[src/rtl/shader_pkg.sv]
// Shared types and constants for the per-triangle diffuse shading unit.
// Holds the controller state encoding, Q-format helpers and the 3-component vector type.
package shader_pkg;

    typedef enum logic [1:0] {
        IDLE  = 2'd0,
        ISSUE = 2'd1,
        DRAIN = 2'd2,
        HOLD  = 2'd3
    } state_e;

    localparam int DEF_NORM_WIDTH = 16;
    localparam int DEF_NORM_FRAC  = 14;
    localparam int DOT_LAT        = 2;

    function automatic int oneQ(input int frac);
        return 1 << frac;
    endfunction

    function automatic int vec3Bits(input int compWidth);
        return 3 * compWidth;
    endfunction

    // Dot result keeps two guard bits above the product integer part once rescaled.
    function automatic int dotFullBits(input int compWidth, input int frac);
        return 2 + 2 * compWidth - frac;
    endfunction

    localparam int ONE = oneQ(DEF_NORM_FRAC);

    typedef logic signed [2:0][DEF_NORM_WIDTH-1:0] vec3_t;

endpackage

[src/rtl/light_dot_unit.sv]
// Two-stage signed 3-term dot product: products in stage 1, sum in stage 2.
// A valid tag and slot index ride alongside the data so the parent can accumulate on arrival.
module light_dot_unit
    import shader_pkg::*;
#(
    parameter int NORM_WIDTH = 16,
    parameter int NORM_FRAC  = 14,
    parameter int SLOT_W     = 3
) (
    input  logic                                              clk_i,
    input  logic                                              rst_ni,
    input  logic                                              valid_i,
    input  logic [SLOT_W-1:0]                                 slot_i,
    input  logic [vec3Bits(NORM_WIDTH)-1:0]                   a_i,
    input  logic [vec3Bits(NORM_WIDTH)-1:0]                   b_i,
    output logic                                              valid_o,
    output logic [SLOT_W-1:0]                                 slot_o,
    output logic signed [dotFullBits(NORM_WIDTH, NORM_FRAC)-1:0] dot_o
);

    localparam int PROD_W = 2 * NORM_WIDTH;
    localparam int SUM_W  = PROD_W + 2;
    localparam int FULL   = dotFullBits(NORM_WIDTH, NORM_FRAC);

    logic signed [PROD_W-1:0] prod_d [3];
    logic signed [PROD_W-1:0] prod_q [3];
    logic signed [SUM_W-1:0]  sum_d;
    logic signed [SUM_W-1:0]  sum_q;
    logic                     valid1_q, valid2_q;
    logic [SLOT_W-1:0]        slot1_q, slot2_q;

    always_comb begin
        for (int i = 0; i < 3; i++) begin
            prod_d[i] = PROD_W'($signed(a_i[i*NORM_WIDTH +: NORM_WIDTH]))
                      * PROD_W'($signed(b_i[i*NORM_WIDTH +: NORM_WIDTH]));
        end
        sum_d = SUM_W'(prod_q[0]) + SUM_W'(prod_q[1]) + SUM_W'(prod_q[2]);
    end

    always_ff @(posedge clk_i) begin
        if (!rst_ni) begin
            valid1_q <= 1'b0;
            valid2_q <= 1'b0;
            slot1_q  <= '0;
            slot2_q  <= '0;
            sum_q    <= '0;
            for (int i = 0; i < 3; i++) begin
                prod_q[i] <= '0;
            end
        end else begin
            valid1_q <= valid_i;
            valid2_q <= valid1_q;
            slot1_q  <= slot_i;
            slot2_q  <= slot1_q;
            sum_q    <= sum_d;
            for (int i = 0; i < 3; i++) begin
                prod_q[i] <= prod_d[i];
            end
        end
    end

    // Arithmetic shift drops the low fractional bits (rounds toward minus infinity).
    assign dot_o   = FULL'(sum_q >>> NORM_FRAC);
    assign valid_o = valid2_q;
    assign slot_o  = slot2_q;

endmodule

[src/rtl/multi_light_intensity.sv]
// Diffuse shading for one triangle: backface test against the camera plus N directional lights and ambient.
// A single pipelined dot unit is shared across the camera slot and every light slot.
module multi_light_intensity
    import shader_pkg::*;
#(
    parameter int NORM_WIDTH = 16,
    parameter int NORM_FRAC  = 14,
    parameter int NUM_LIGHTS = 4,
    parameter int AMBIENT    = 1638
) (
    input  logic                                       clk_in,
    input  logic                                       rst_in,
    input  logic                                       valid_in,
    output logic                                       ready_out,
    input  logic [vec3Bits(NORM_WIDTH)-1:0]            tri_norm,
    input  logic [vec3Bits(NORM_WIDTH)-1:0]            cam_norm,
    input  logic [NUM_LIGHTS*vec3Bits(NORM_WIDTH)-1:0] light_dir,
    input  logic [NUM_LIGHTS-1:0]                      light_en,
    output logic [NORM_WIDTH-1:0]                      intensity_out,
    output logic                                       visible_out,
    output logic                                       valid_out,
    input  logic                                       ready_in
);

    localparam int VEC_W  = vec3Bits(NORM_WIDTH);
    localparam int FULL   = dotFullBits(NORM_WIDTH, NORM_FRAC);
    localparam int FULL1  = FULL + 1;
    localparam int ACC_W  = NORM_WIDTH + 5;
    localparam int SLOT_W = $clog2(NUM_LIGHTS + 1);
    localparam int CNT_W  = (SLOT_W > 2) ? SLOT_W : 2;

    localparam logic [ACC_W-1:0]      ONE_ACC  = ACC_W'(oneQ(NORM_FRAC));
    localparam logic [FULL1-1:0]      ONE_WIDE = FULL1'(oneQ(NORM_FRAC));
    localparam logic [NORM_WIDTH-1:0] ONE_OUT  = NORM_WIDTH'(oneQ(NORM_FRAC));
    localparam logic [ACC_W-1:0]      AMB_ACC  = ACC_W'(AMBIENT);

    state_e                            state_q, state_d;
    logic [CNT_W-1:0]                  cnt_q, cnt_d;
    logic [VEC_W-1:0]                  triNorm_q, camNorm_q;
    logic [NUM_LIGHTS*VEC_W-1:0]       lightDir_q;
    logic [NUM_LIGHTS-1:0]             lightEn_q;
    logic [ACC_W-1:0]                  accum_q;
    logic                              camVis_q;
    logic [NORM_WIDTH-1:0]             intensity_q;
    logic                              visibleOut_q, validOut_q;

    logic                              accept, issueValid, finalize;
    logic [VEC_W-1:0]                  opB;
    logic                              dotValid;
    logic [SLOT_W-1:0]                 dotSlot;
    logic signed [FULL-1:0]            dotVal;
    logic [FULL1-1:0]                  negDot;
    logic [ACC_W-1:0]                  contrib;
    logic                              slotEn, camFacing;
    logic [ACC_W-1:0]                  sumAmb;
    logic [NORM_WIDTH-1:0]             intensity_d;

    assign ready_out = rst_in && (state_q == IDLE);
    assign accept    = valid_in && ready_out;

    // Controller: ISSUE walks slot 0 (camera) then each light; DRAIN reuses the counter to cover the dot latency.
    always_comb begin
        state_d    = state_q;
        cnt_d      = cnt_q;
        issueValid = 1'b0;
        finalize   = 1'b0;
        case (state_q)
            IDLE: begin
                if (accept) begin
                    state_d = ISSUE;
                    cnt_d   = '0;
                end
            end
            ISSUE: begin
                issueValid = 1'b1;
                if (cnt_q == CNT_W'(NUM_LIGHTS)) begin
                    state_d = DRAIN;
                    cnt_d   = '0;
                end else begin
                    cnt_d = cnt_q + CNT_W'(1);
                end
            end
            DRAIN: begin
                if (cnt_q == CNT_W'(DOT_LAT)) begin
                    finalize = 1'b1;
                    state_d  = HOLD;
                    cnt_d    = '0;
                end else begin
                    cnt_d = cnt_q + CNT_W'(1);
                end
            end
            HOLD: begin
                if (ready_in) begin
                    state_d = IDLE;
                end
            end
            default: state_d = IDLE;
        endcase
    end

    always_ff @(posedge clk_in) begin
        if (!rst_in) begin
            state_q <= IDLE;
            cnt_q   <= '0;
        end else begin
            state_q <= state_d;
            cnt_q   <= cnt_d;
        end
    end

    always_ff @(posedge clk_in) begin
        if (accept) begin
            triNorm_q  <= tri_norm;
            camNorm_q  <= cam_norm;
            lightDir_q <= light_dir;
            lightEn_q  <= light_en;
        end
    end

    always_comb begin
        opB = camNorm_q;
        for (int i = 0; i < NUM_LIGHTS; i++) begin
            if (cnt_q == CNT_W'(i + 1)) begin
                opB = lightDir_q[i*VEC_W +: VEC_W];
            end
        end
    end

    light_dot_unit #(
        .NORM_WIDTH (NORM_WIDTH),
        .NORM_FRAC  (NORM_FRAC),
        .SLOT_W     (SLOT_W)
    ) u_dot (
        .clk_i   (clk_in),
        .rst_ni  (rst_in),
        .valid_i (issueValid),
        .slot_i  (SLOT_W'(cnt_q)),
        .a_i     (triNorm_q),
        .b_i     (opB),
        .valid_o (dotValid),
        .slot_o  (dotSlot),
        .dot_o   (dotVal)
    );

    // Lights point toward the scene, so a lit face has a negative dot; clamp each term to 1.0.
    always_comb begin
        negDot    = -{dotVal[FULL-1], dotVal};
        camFacing = dotVal[FULL-1] || (dotVal == '0);
        slotEn    = 1'b0;
        contrib   = '0;
        for (int i = 0; i < NUM_LIGHTS; i++) begin
            if (dotSlot == SLOT_W'(i + 1)) begin
                slotEn = lightEn_q[i];
            end
        end
        if (slotEn && dotVal[FULL-1]) begin
            contrib = (negDot > ONE_WIDE) ? ONE_ACC : ACC_W'(negDot);
        end
    end

    always_ff @(posedge clk_in) begin
        if (!rst_in) begin
            accum_q  <= '0;
            camVis_q <= 1'b0;
        end else if (accept) begin
            accum_q  <= '0;
            camVis_q <= 1'b0;
        end else if (dotValid) begin
            if (dotSlot == '0) begin
                camVis_q <= camFacing;
            end else begin
                accum_q <= accum_q + contrib;
            end
        end
    end

    always_comb begin
        sumAmb      = accum_q + AMB_ACC;
        intensity_d = '0;
        if (camVis_q) begin
            intensity_d = (sumAmb > ONE_ACC) ? ONE_OUT : sumAmb[NORM_WIDTH-1:0];
        end
    end

    always_ff @(posedge clk_in) begin
        if (!rst_in) begin
            validOut_q   <= 1'b0;
            visibleOut_q <= 1'b0;
            intensity_q  <= '0;
        end else if (finalize) begin
            validOut_q   <= 1'b1;
            visibleOut_q <= camVis_q;
            intensity_q  <= intensity_d;
        end else if ((state_q == HOLD) && ready_in) begin
            validOut_q <= 1'b0;
        end
    end

    assign valid_out     = validOut_q;
    assign visible_out   = visibleOut_q;
    assign intensity_out = intensity_q;

endmodule

[config.mk]
export PLATFORM = sky130hd
export DESIGN_NAME = multi_light_intensity
export DESIGN_NICKNAME = d
export VERILOG_FILES = /design/src/rtl/shader_pkg.sv /design/src/rtl/light_dot_unit.sv /design/src/rtl/multi_light_intensity.sv
export SDC_FILE = /design/constraint.sdc
export NUM_CORES = 2
export LEC_CHECK = 0
export CORE_MARGIN = 3
export CORE_UTILIZATION = 39
export CTS_CLUSTER_DIAMETER = 120
export DETAILED_ROUTE_END_ITERATION = 12
export MAX_ROUTING_LAYER = met4
export SYNTH_ARGS = -nofsm -noshare
export SYNTH_HDL_FRONTEND = slang
export SYNTH_SLANG_ARGS = --single-unit
export TNS_END_PERCENT = 10
[constraint.sdc]
create_clock -name clk_in -period 14.55 [get_ports clk_in]
set_input_delay 2.1825 -clock clk_in [delete_from_list [all_inputs] [get_ports clk_in]]
set_output_delay 2.1825 -clock clk_in [all_outputs]
set_load 0.005 [all_outputs]
==> flow_summary.yaml <==
routing:
  viasPerCell: 4.96
  avgRoutedWirePerCell_um: 18.8
  first_pass_iters: 6
  drc: 0
  routed_wirelength_um: 127000
  vias: 33500
  ant_nets: 0
  drtIter0Drc: 2034
logic_synthesis:
  yosys_register_bits: 461
  syn_avg_cell_area_um2: 10.1
  syn_inst: 4819
  ys_seq_area_frac: 0.249
  netlist_area_mm2: 0.0488
  synth_warnings: 0
  synthDominantCellAreaShare: 0.336
  synth-async-reset-ratio: 0
  synth_area_leader_cell: "fa_1"
  ys.flop_type: "edfxtp_1"
  synth_cell_types: 84
  synth-edff-count: 292
  netlist_top_cells_area: "fa_1 (34%), edfxtp_1 (18%), ha_1 (8.0%)"
finish:
  drive_above_1_share: 0.0336
  final_cells: 6763
  area_growth_pct: 14.2
  final_nets: 6499
run_status:
  status: "complete, no violations"
worst_setup_path:
  r2r_slack_ps: 5970
  criticalPathCategory: "reg2reg"
  start_kind: "flop"
  path_buf_inv: 5
  cp_max_fo: 66
  reg2reg_from: "cnt_q[0]"
  critPathTopFamily: "adder cells"
  critPathMaxStageDelay_ps: 820
  cp_slowest_cell: "fa_1"
  startpoint: "cnt_q[0]"
  cpMostUsedCell: "fa_1"
  crit_required_ps: 15090
  worstPathArrival_ps: 9120
  crit_path_end_kind: "flop"
global_route:
  grt_overflow: 0
  grt_pass1_wl_um: 205000
  grt_max_degree: 175
  antenna_found_initial: 10
  grt_use_total: 0.207
  grt_pass1_vias: 36300
floorplanning:
  start_util: 0.393
  die-width_um: 360
  core_mm2: 0.124
  num_rows: 129
  dieArea_mm2: 0.129
  io_pins: 315
  die_h_um: 360
sta:
  timing.final.hold_violations: 0
  post-route-period-util: 0.590
  fin_worst_skew_ps: 89.8
  fin_crit_ps: 8580
  setup_slack_ps: 5970
  whs_ps: 421
  grt_setup_unrepaired: "false"
  final.setup.tns_ps: 0
  setup_viol: 0
  drv_slew: 0
  tightest_slew_ps: 1130
  fmax_mhz: 117
  slew_headroom: 0.244
worst_hold_path:
  hold_path_class: "reg2reg"
  min_from: "u_dot.slot1_q[2]"
clock_network:
  post_cts_buffers: 0
  post_cts_resized: 0
  cts_max_level: 2
  clk_path_buf_depth: 3
  numCtsBuffers: 54
  insertion_delay_ps: 700
  cts_hold_buffers: 0
  cts_tree: "built"
  cts_root_buffer: "clkbuf_16"
  path_clk_slew_ps: 70
  cts.sinks: 461
placement:
  hpwlAfterDp_um: 102000
  io_buffers: 314
  place.gp.congestion: 0.871
  post-place-ws_ps: 6060
  place_inst: 6656
job:
  maxCapViolations: 0
-- path summary, 6_finish.rpt --
path,end,depth (start not counted)
worst max-delay path,u_dot.prod_q[0][31],28
worst min-delay path,u_dot.slot_o[2],1
worst max register to register,u_dot.prod_q[0][31],28
worst min register to register,u_dot.slot_o[2],1
-- Yosys cell counts, types with 4 or more instances --
library cell / n
nand4_1: 10
o211a_1: 5
o21ai_0: 50
o211ai_1: 13
o2111ai_1: 5
or3_1: 13
mux2i_1: 58
fa_1: 818
nor3b_1: 9
and3_1: 20
or2_2: 4
nor3_1: 44
a21oi_1: 195
nand2b_1: 76
nor2_1: 280
a311oi_1: 8
ha_1: 310
edfxtp_1: 292
a21boi_1: 7
nand2_1: 450
a211oi_1: 79
and2_1: 159
a2111oi_0: 4
or2_1: 12
nand3_1: 34
xnor2_1: 85
o31ai_1: 4
o21bai_1: 7
buf_2: 24
o21a_1: 15
a22oi_1: 19
a21o_1: 54
buf_4: 5
xor2_1: 33
a31oi_1: 10
dfxtp_1: 169
inv_1: 890
nor4_1: 15
o21ai_1: 56
clkbuf_1: 138
o31a_1: 4
a211o_1: 4
nand3b_1: 7
nor2b_1: 261
-- metrics by stage --
step,utilization,instance area (um2)
after floorplan,-,48800
after global placement,0.434,53800
after detailed placement,0.434,53800
after CTS,0.449,55700
after global routing,0.449,55700
final,0.449,55700
-- final cells by class --
type | instances | area, um2
inverters | 894 | 3360
repair buffers | 365 | 3530
diodes | 9 | 22.5
clock buffers | 69 | 1460
fillers | 11800 | 68200
multi-input cells | 3299 | 32700
clock inverters | 29 | 472
flip-flops and latches | 461 | 12200
well taps | 1637 | 2050
-- placed cells by master, fill, tap and decap left out, types with 44 or more instances in the layout --
cell             netlist  final
inv_1                890    890
fa_1                 818    818
nand2_1              450    449
clkdlybuf4s50_1        0    313
ha_1                 310    309
edfxtp_1             292    292
nor2_1               280    280
nor2b_1              261    261
a21oi_1              195    192
dfxtp_1              169    169
and2_1               159    159
xnor2_1               85     85
a211oi_1              79     79
nand2b_1              76     74
mux2i_1               58     58
a21o_1                54     54
clkbuf_16              0     54
o21ai_0               50     50
buf_4                  5     50
o21ai_1               56     48
nor3_1                44     44
-- flip-flops by register name, summed over array words and instances, names as in the netlist, 4 cells and up --
| name | flops |
|---|---|
| accum_q | 21 |
| camNorm_q | 48 |
| intensity_out | 16 |
| lightDir_q | 192 |
| lightEn_q | 4 |
| triNorm_q | 48 |
| u_dot.prod_q | 96 |
| u_dot.sum_q | 20 |
-- metal layers --
layer,wire [um],GRT usage,vias up
met2,63400,0.351,697
met3,5590,0.0266,144
met4,2700,0.0522,0
li1,-,-,15700
met1,55600,0.263,16900
met5,0,-,-
-- logic make-up after synthesis --
kind of cell    Yosys count  share of synthesized area
simple gates           1411                      0.143
compound gates          577                     0.0756
fa+ha+maj              1128                      0.415
buf+inv                1063                     0.0828
xor+xnor                118                     0.0212
other cells               1                  0.0000769
mux                      60                     0.0124
flops                   461                      0.249
Power is not shown: default switching activity piles up to over one toggle a cycle in this logic, so the estimate is an artifact.
